## config.mk

```make
export PLATFORM = sky130hd
export DESIGN_NAME = ibex_cheri_mem_exc_tracker
export DESIGN_NICKNAME = d
export VERILOG_FILES = /design/src/rtl/ibex_cheri_mem_exc_tracker.sv
export SDC_FILE = /design/constraint.sdc
export NUM_CORES = 1
export LEC_CHECK = 0
export ABC_AREA = 1
export BUFFER_PORTS_ARGS = -buffer_cell sky130_fd_sc_hd__buf_2
export CAP_MARGIN = 20
export CORE_AREA = 10 10 116 118
export DETAILED_ROUTE_END_ITERATION = 8
export DIE_AREA = 0 0 126 128
export PLACE_DENSITY = 0.65
export SKIP_CTS_REPAIR_TIMING = 1
export SLEW_MARGIN = 20
export SYNTH_ARGS = -nofsm -noshare
export SYNTH_HDL_FRONTEND = slang
export SYNTH_SLANG_ARGS = --single-unit
```

## constraint.sdc

```tcl
create_clock -name clk_i -period 4.45 [get_ports clk_i]
set_clock_uncertainty 0.05 [all_clocks]
set_input_delay 0.89 -clock clk_i [delete_from_list [all_inputs] [get_ports clk_i]]
set_output_delay 0.89 -clock clk_i [all_outputs]
set_load 0.03 [all_outputs]
```

## src/rtl/ibex_cheri_mem_exc_tracker.sv

```systemverilog
// CHERI memory exception tracker: queues the checker's registered exception vector and
// request address per outstanding bus transaction and releases a prioritised cause on rvalid.
package ibex_pkg;
  localparam int unsigned CheriExcWidth = 6;

  localparam int unsigned TAG_VIOLATION            = 0;
  localparam int unsigned SEAL_VIOLATION           = 1;
  localparam int unsigned PERMIT_EXECUTE_VIOLATION = 2;
  localparam int unsigned PERMIT_LOAD_VIOLATION    = 3;
  localparam int unsigned PERMIT_STORE_VIOLATION   = 4;
  localparam int unsigned LENGTH_VIOLATION         = 5;

  localparam logic [4:0] CHERI_CAUSE_TAG    = 5'h02;
  localparam logic [4:0] CHERI_CAUSE_SEAL   = 5'h03;
  localparam logic [4:0] CHERI_CAUSE_EXEC   = 5'h11;
  localparam logic [4:0] CHERI_CAUSE_LOAD   = 5'h12;
  localparam logic [4:0] CHERI_CAUSE_STORE  = 5'h13;
  localparam logic [4:0] CHERI_CAUSE_LENGTH = 5'h01;
endpackage

module ibex_cheri_mem_exc_tracker
  import ibex_pkg::*;
#(
  parameter bit          DataMem        = 1'b1,
  parameter int unsigned MaxOutstanding = 2
) (
  input  logic                     clk_i,
  input  logic                     rst_i,
  input  logic                     data_req_i,
  input  logic                     data_gnt_i,
  input  logic [31:0]              data_addr_i,
  input  logic                     data_rvalid_i,
  input  logic [CheriExcWidth-1:0] cheri_mem_exc_i,
  output logic                     req_allowed_o,
  output logic                     cheri_err_o,
  output logic [4:0]               cheri_cause_o,
  output logic [31:0]              cheri_fault_addr_o,
  output logic                     protocol_err_o
);

  localparam int unsigned CntW = $clog2(MaxOutstanding + 1);
  localparam int unsigned PtrW = (MaxOutstanding > 1) ? $clog2(MaxOutstanding) : 1;
  localparam logic [CntW-1:0] MaxCnt  = CntW'(MaxOutstanding);
  localparam logic [PtrW-1:0] LastPtr = PtrW'(MaxOutstanding - 1);
  // The instruction port never issues stores, so a store-permission fault there is spurious.
  localparam logic [CheriExcWidth-1:0] ExcMask =
      DataMem ? {CheriExcWidth{1'b1}} : ~(CheriExcWidth'(1) << PERMIT_STORE_VIOLATION);

  logic                     pend_valid_q, pend_valid_d;
  logic [31:0]              pend_addr_q, pend_addr_d;
  logic [PtrW-1:0]          wr_ptr_q, wr_ptr_d;
  logic [PtrW-1:0]          rd_ptr_q, rd_ptr_d;
  logic [CntW-1:0]          fifo_cnt_q, fifo_cnt_d;
  logic                     protocol_err_q, protocol_err_d;
  logic [CheriExcWidth-1:0] mem_exc_q  [MaxOutstanding];
  logic [CheriExcWidth-1:0] mem_exc_d  [MaxOutstanding];
  logic [31:0]              mem_addr_q [MaxOutstanding];
  logic [31:0]              mem_addr_d [MaxOutstanding];

  logic                     grant, grant_ok, rvalid_ok;
  logic                     fifo_empty, bypass, fifo_wr, fifo_rd;
  logic [CntW-1:0]          count;
  logic [CheriExcWidth-1:0] sel_exc, masked_exc;
  logic [31:0]              sel_addr;
  logic [4:0]               cause;
  logic                     err;

  function automatic logic [PtrW-1:0] ptr_inc(input logic [PtrW-1:0] ptr);
    return (ptr == LastPtr) ? '0 : ptr + 1'b1;
  endfunction

  assign count         = fifo_cnt_q + CntW'(pend_valid_q);
  assign req_allowed_o = (count < MaxCnt);

  assign grant      = data_req_i & data_gnt_i;
  // At full a grant is only taken when a response frees a slot in the same cycle.
  assign grant_ok   = grant & ((count < MaxCnt) | data_rvalid_i);
  assign rvalid_ok  = data_rvalid_i & (count != '0);
  assign fifo_empty = (fifo_cnt_q == '0);
  // With an empty FIFO and a non-zero count, the only outstanding entry is the one in capture.
  assign bypass     = rvalid_ok & fifo_empty;
  assign fifo_wr    = pend_valid_q & ~bypass;
  assign fifo_rd    = rvalid_ok & ~fifo_empty;

  always_comb begin
    pend_valid_d   = grant_ok;
    pend_addr_d    = grant_ok ? data_addr_i : pend_addr_q;
    wr_ptr_d       = fifo_wr ? ptr_inc(wr_ptr_q) : wr_ptr_q;
    rd_ptr_d       = fifo_rd ? ptr_inc(rd_ptr_q) : rd_ptr_q;
    fifo_cnt_d     = fifo_cnt_q;
    mem_exc_d      = mem_exc_q;
    mem_addr_d     = mem_addr_q;
    protocol_err_d = (data_rvalid_i & (count == '0)) |
                     (grant & (count == MaxCnt) & ~data_rvalid_i);
    unique case ({fifo_wr, fifo_rd})
      2'b10:   fifo_cnt_d = fifo_cnt_q + CntW'(1);
      2'b01:   fifo_cnt_d = fifo_cnt_q - CntW'(1);
      default: fifo_cnt_d = fifo_cnt_q;
    endcase
    if (fifo_wr) begin
      mem_exc_d[wr_ptr_q]  = cheri_mem_exc_i;
      mem_addr_d[wr_ptr_q] = pend_addr_q;
    end
  end

  // NOTE: state uses non-blocking assignments so every flop samples pre-edge values.
  always_ff @(posedge clk_i or posedge rst_i) begin
    if (rst_i) begin
      pend_valid_q   <= 1'b0;
      pend_addr_q    <= '0;
      wr_ptr_q       <= '0;
      rd_ptr_q       <= '0;
      fifo_cnt_q     <= '0;
      protocol_err_q <= 1'b0;
    end else begin
      pend_valid_q   <= pend_valid_d;
      pend_addr_q    <= pend_addr_d;
      wr_ptr_q       <= wr_ptr_d;
      rd_ptr_q       <= rd_ptr_d;
      fifo_cnt_q     <= fifo_cnt_d;
      protocol_err_q <= protocol_err_d;
    end
  end

  // NOTE: storage is not reset; occupancy and pointers alone decide which entries are live.
  always_ff @(posedge clk_i) begin
    mem_exc_q  <= mem_exc_d;
    mem_addr_q <= mem_addr_d;
  end

  // NOTE: every combinational output gets a default first so no latch is inferred.
  always_comb begin
    sel_exc    = fifo_empty ? cheri_mem_exc_i : mem_exc_q[rd_ptr_q];
    sel_addr   = fifo_empty ? pend_addr_q : mem_addr_q[rd_ptr_q];
    masked_exc = sel_exc & ExcMask;
    cause      = '0;
    if      (masked_exc[TAG_VIOLATION])            cause = CHERI_CAUSE_TAG;
    else if (masked_exc[SEAL_VIOLATION])           cause = CHERI_CAUSE_SEAL;
    else if (masked_exc[PERMIT_EXECUTE_VIOLATION]) cause = CHERI_CAUSE_EXEC;
    else if (masked_exc[PERMIT_LOAD_VIOLATION])    cause = CHERI_CAUSE_LOAD;
    else if (masked_exc[PERMIT_STORE_VIOLATION])   cause = CHERI_CAUSE_STORE;
    else if (masked_exc[LENGTH_VIOLATION])         cause = CHERI_CAUSE_LENGTH;
  end

  assign err                = rvalid_ok & (|masked_exc);
  assign cheri_err_o        = err;
  assign cheri_cause_o      = err ? cause : 5'h00;
  assign cheri_fault_addr_o = err ? sel_addr : 32'h0;
  assign protocol_err_o     = protocol_err_q;

endmodule

```

# Word-level counts from Yosys, hierarchy flattened
# Cells that the tools add are included.
# totals
regBits	114
input_bits	43
out_inout_bits	40
wordCells	70
# classes
add_sub_neg	5
order_cmp	4
n_eq_ne	3
mux	25
n_bitwise	17
n_reduce_logical	6
# ops
operator	count
$mux W32	6
$bwmux W64	1
$demux W32 S1	1
$mux W5	6
$mux W6	5
$bwmux W12	1
$and A1 B1 Y1	10
$demux W6 S1	1
$reduce_or A6 Y1	1
$eq A2 B2 Y1 const B	2
$ge A2 B2 Y1 const B	2
$logic_not A2 Y1	2
$not A1 Y2	2
$pmux W2 S2	1
$reduce_bool A2 Y1	2
$mux W1	3
$not A1 Y1	3
$add A1 B1 Y1 const B	2
$add A2 B1 Y2	1
$add A2 B1 Y2 const B	1
$eq A2 B1 Y1 const B	1
$lt A2 B1 Y1 const B	1
$lt A2 B2 Y1 const B	1
$or A1 B1 Y1	2
2 further kinds	2

# Longest topological paths before layout
# logic_depth
ltp_word	12
ltp_mapped	11
ltp_nobuf	10

# Worst setup path before layout
# No wires, ideal clock.
# synth_timing
path_type	reg-to-reg
startpoint	register fifo_cnt_q[0]
endpoint	register mem_addr_q[0] in the netlist's numbering, enable pin
setup_ps	433
arrival_ps	3231
required_ps	3967
path_slack_ps	735
path_stages_with_launch	7
path_buffers	0
period_less_slack_ps	3715
path_cell_list	dfrtp_1 ha_1 xnor2_1 nand2_1 nand2_1 o21ai_0 nor2_1
# synth_via
elab_chain_cells	6
word_cells_on_any_way	7
cone_classes	add/sub (1); bitwise (4); reduce/logical (2)
# synth_lines
element	line_no	text
from (decl)	53	logic [CntW-1:0] fifo_cnt_q, fifo_cnt_d;
from (signal assigned)	120	fifo_cnt_q <= fifo_cnt_d;
$add A2 B1 Y2	72	assign count = fifo_cnt_q + CntW'(pend_valid_q);
$reduce_bool A2 Y1	78	assign rvalid_ok = data_rvalid_i & (count != '0);
$and A1 B1 Y1	78	
$and A1 B1 Y1 *	81	assign bypass = rvalid_ok & fifo_empty;
$not A1 Y1 *	82	assign fifo_wr = pend_valid_q & ~bypass;
$and A1 B1 Y1 *	82	
to (signal assigned)	128	mem_addr_q <= mem_addr_d;
to (decl)	57	logic [31:0] mem_addr_q [MaxOutstanding];
# Every way passes the cells marked *; elsewhere a longest branch is shown, timed or not.
# A chain may end at the register's enable or synchronous reset.

# Final worst setup path
# layout_timing
startpoint	register fifo_cnt_q[0]
endpoint	output cheri_fault_addr_o[7]
# layout_via
elab_chain_cells	5
word_cells_on_any_way	9
cone_classes	add/sub (1); mux (3); bitwise (2); reduce/logical (3)
# layout_lines
element	line_no	text
$add A2 B1 Y2 / $logic_not A2 Y1 (equally long branches)	72, 79	
$reduce_bool A2 Y1 / $mux W6 (equally long branches)	78, 133	
$and A1 B1 Y1 / $reduce_or A6 Y1 (equally long branches)	78, 145	
$and A1 B1 Y1	145	assign err = rvalid_ok & (|masked_exc);
$mux W32 *	148	assign cheri_fault_addr_o = err ? sel_addr : 32'h0;
to (decl)	37	output logic [31:0] cheri_fault_addr_o,
# Marked as above.

==> results.tsv <==
metric	value	unit
post_dp_cell_area	5360	um^2
power.switching	0.00179	W
syn-cell-area	4910	um^2
finalSetupViolCount	0	
r2r-end	mem_addr_q[9]	
initialDrtViolationCount	243	
clkTransAtPathRegs	0.05	ns
htreeDepth	4	
ir_drop	0.000423	V
antenna_found_initial	0	
power_switching_share	39.1	%
clockBufferDepth	2	
synthTopCellsByArea	edfxtp_1 (46%), dfrtp_1 (19%), nand2_1 (16%)	
port_buffers	80	
cts.sinks	114	
io_pins	83	
synth_compound_area_share	3.92	%
slew_headroom	40.3	%
finalInstanceArea	5950	um^2
finalCritPeriodShare	83.1	%
leakage	2.78	nW
ys_ff_latch	114	
hold_start	pend_addr_q[29]	
fillerInstances	1010	
max-cap-violations	0	
grt_usage	14.1	%
vias	3549	
post-route-util	53.0	%
synth_area_per_cell	9.79	um^2
pwr-share-comb	36.6	%
start_util	43.8	%
synth_cells	502	
synth-simple-area-share	24.3	%
startpoint_type	register	
period_minus_slack	3.70	ns
hpwl	6830	um
grt_pass1_vias	3825	
die_area	16100	um^2
power.internal	0.00279	W
path_class	reg2out	
ff2ff_setup_slack	1.61	ns
synth_top_family_by_area	simple AND/OR/NAND/NOR gates	
hold_path_class	reg2reg	
drive_gt1_share	21.4	%
hold_end	mem_addr_q[61]	
yosys.area_share.adder	0.509	%
die_w	126	um
wl	11200	um
cts_root_buffer	clkbuf_16	
cp.required	3.51	ns
drc_errors	0	
seq_power_share	34.1	%
synth_top_area_share	46.5	%
grt_overflow	0	
slew_violations	0	
fp-row-count	39	
final_nets	623	
hold_viol	0	
clock.fmax	270	MHz
min_path_cells	0	
ff2ff_path_depth	5	
finalSetupTns	0	ns
core_area	11200	um^2
regArea	3230	um^2
area_growth	21.2	%
run_status	finished, final reports clean	
drtPass1Iterations	4	
grt_pass1_wl	18600	um
die_h	128	um
synthMuxAreaShare	0	%
yosys.area.top_type	edfxtp_1	
via_per_inst	4.84	
antenna_left	0	
multiInputGateArea	1460	um^2
synth_xor_area_share	0.713	%
cp_max_fo	80	
worstMarginPinSlew	0.894	ns
clkPwrFrac	29.3	%
yosysUniqueCellTypes	23	
end_kind	output port	
routedWlPerCell	15.3	um
cts_buffers	17	
cellPowerDensity	768	nW/um^2
diodes	0	
worst_skew_pair.late_latency	0.40	ns
rsz0062_at_grt	no	
place_congestion	0.857	
yosysWarnings	0	
reg2reg_from	fifo_cnt_q[0]	
cts_tree	yes	
synth_seq_area_share	65.8	%
worstPathArrival	2.76	ns
grt_max_degree	81	
-- Yosys cell counts --
master      n
dfrtp_1    38
or2_1       1
or2_2       2
ha_1        2
nand2_1   211
inv_2       6
a21oi_1     3
conb_1      1
buf_2      12
o21ai_0    34
nor2_1     45
buf_6       4
clkbuf_1    5
edfxtp_1   76
buf_1       1
nand2_4     2
nand3_1    37
buf_4       5
nand2_2     1
o31ai_1     1
inv_1      11
xor2_1      2
xnor2_1     2
-- kinds of logic (layout without fill, tap and decap cells) --
family / after synthesis / count (layout)
AND/OR/NAND/NOR: 299 / 299
flip-flops: 114 / 114
buffers and inverters: 44 / 131
AO/OA/AOI/OAI: 38 / 38
XOR/XNOR: 4 / 4
adder cells (fa/ha/maj): 2 / 2
other: 1 / 2
-- worst max-delay path, stage by stage (launching register included) --
cell	delay, ns
dfrtp_1	0.44
inv_2	0.07
nand2_4	0.56
inv_2	0.16
nand2_1	0.11
nand2_1	0.07
nor2_1	0.14
nand3_1	0.14
nand2_4	0.37
nor2_1	0.11
buf_2	0.20
-- how the worst max path moves through the flow --
stage / startpoint / to / slack, ns / cells past startpoint
after detailed placement: fifo_cnt_q[0] / cheri_fault_addr_o[3] / 1.15 / 10
after floorplan: fifo_cnt_q[0] / mem_addr_q[0] / 0.74 / 6
final: fifo_cnt_q[0] / cheri_fault_addr_o[7] / 0.75 / 10
after global placement: fifo_cnt_q[0] / cheri_fault_addr_o[7] / 1.26 / 10
after CTS: fifo_cnt_q[0] / cheri_fault_addr_o[3] / 0.71 / 10
after global routing: fifo_cnt_q[0] / cheri_fault_addr_o[22] / 0.49 / 10
-- state kept, by name, indices dropped and copies added, names as in the netlist --
name            cells
pend_addr_q        32
protocol_err_o      1
mem_addr_q         64
mem_exc_q          12
rd_ptr_q            1
fifo_cnt_q          2
pend_valid_q        1
wr_ptr_q            1
-- cell type report --
type	count	share of cell area, %
clock buffer	19	7.61
tap	143	3.01
multi-input combinational	345	24.5
clock inverter	12	2.33
timing repair buffer	83	7.10
sequential	114	54.3
inverter	17	1.07
-- power groups by stage --
stage,Combinational [W],Clock [W],Sequential (W)
floorplan,0.00129,0,0.00155
global placement,0.00167,0,0.00156
detailed placement,0.00169,0,0.00158
CTS,0.00171,0.00135,0.00156
global route,0.00189,0.00140,0.00159
finish,0.00167,0.00134,0.00156
-- metrics by stage --
stage	instances	hold slack (ns)	total power, W	setup slack (ns)
after floorplan	503	0.399	0.00284	0.735
after global placement	702	0.415	0.00323	1.26
after detailed placement	702	0.425	0.00327	1.15
after CTS	733	0.434	0.00462	0.714
after global routing	733	0.448	0.00488	0.488
final	733	0.438	0.00457	0.753
-- placed cells by master (no fill, tap or decap) --
cell | Yosys | layout
conb_1 | 1 | 2
inv_1 | 11 | 9
nand2_4 | 2 | 2
o31ai_1 | 1 | 1
a21oi_1 | 3 | 3
clkinvlp_4 | 0 | 3
dfrtp_1 | 38 | 37
clkbuf_8 | 0 | 2
nor2_4 | 0 | 1
ha_1 | 2 | 2
buf_2 | 12 | 80
clkbuf_16 | 0 | 17
edfxtp_1 | 76 | 76
dfrtp_2 | 0 | 1
nand2_1 | 211 | 211
clkinv_1 | 0 | 3
buf_4 | 5 | 3
clkinv_2 | 0 | 3
o21ai_0 | 34 | 34
nor2_1 | 45 | 44
inv_2 | 6 | 8
xnor2_1 | 2 | 2
nand3_1 | 37 | 37
or2_2 | 2 | 2
nand2_2 | 1 | 1
or2_1 | 1 | 1
bufinv_16 | 0 | 3
xor2_1 | 2 | 2
-- routing by layer --
metal	routed length [um]	global-route usage, %
met5	0	0
met2	5600	24.2
met1	4960	16.6
met4	102	3.95
met3	541	4.34
No activity file was read; power rests on OpenSTA's default activity.
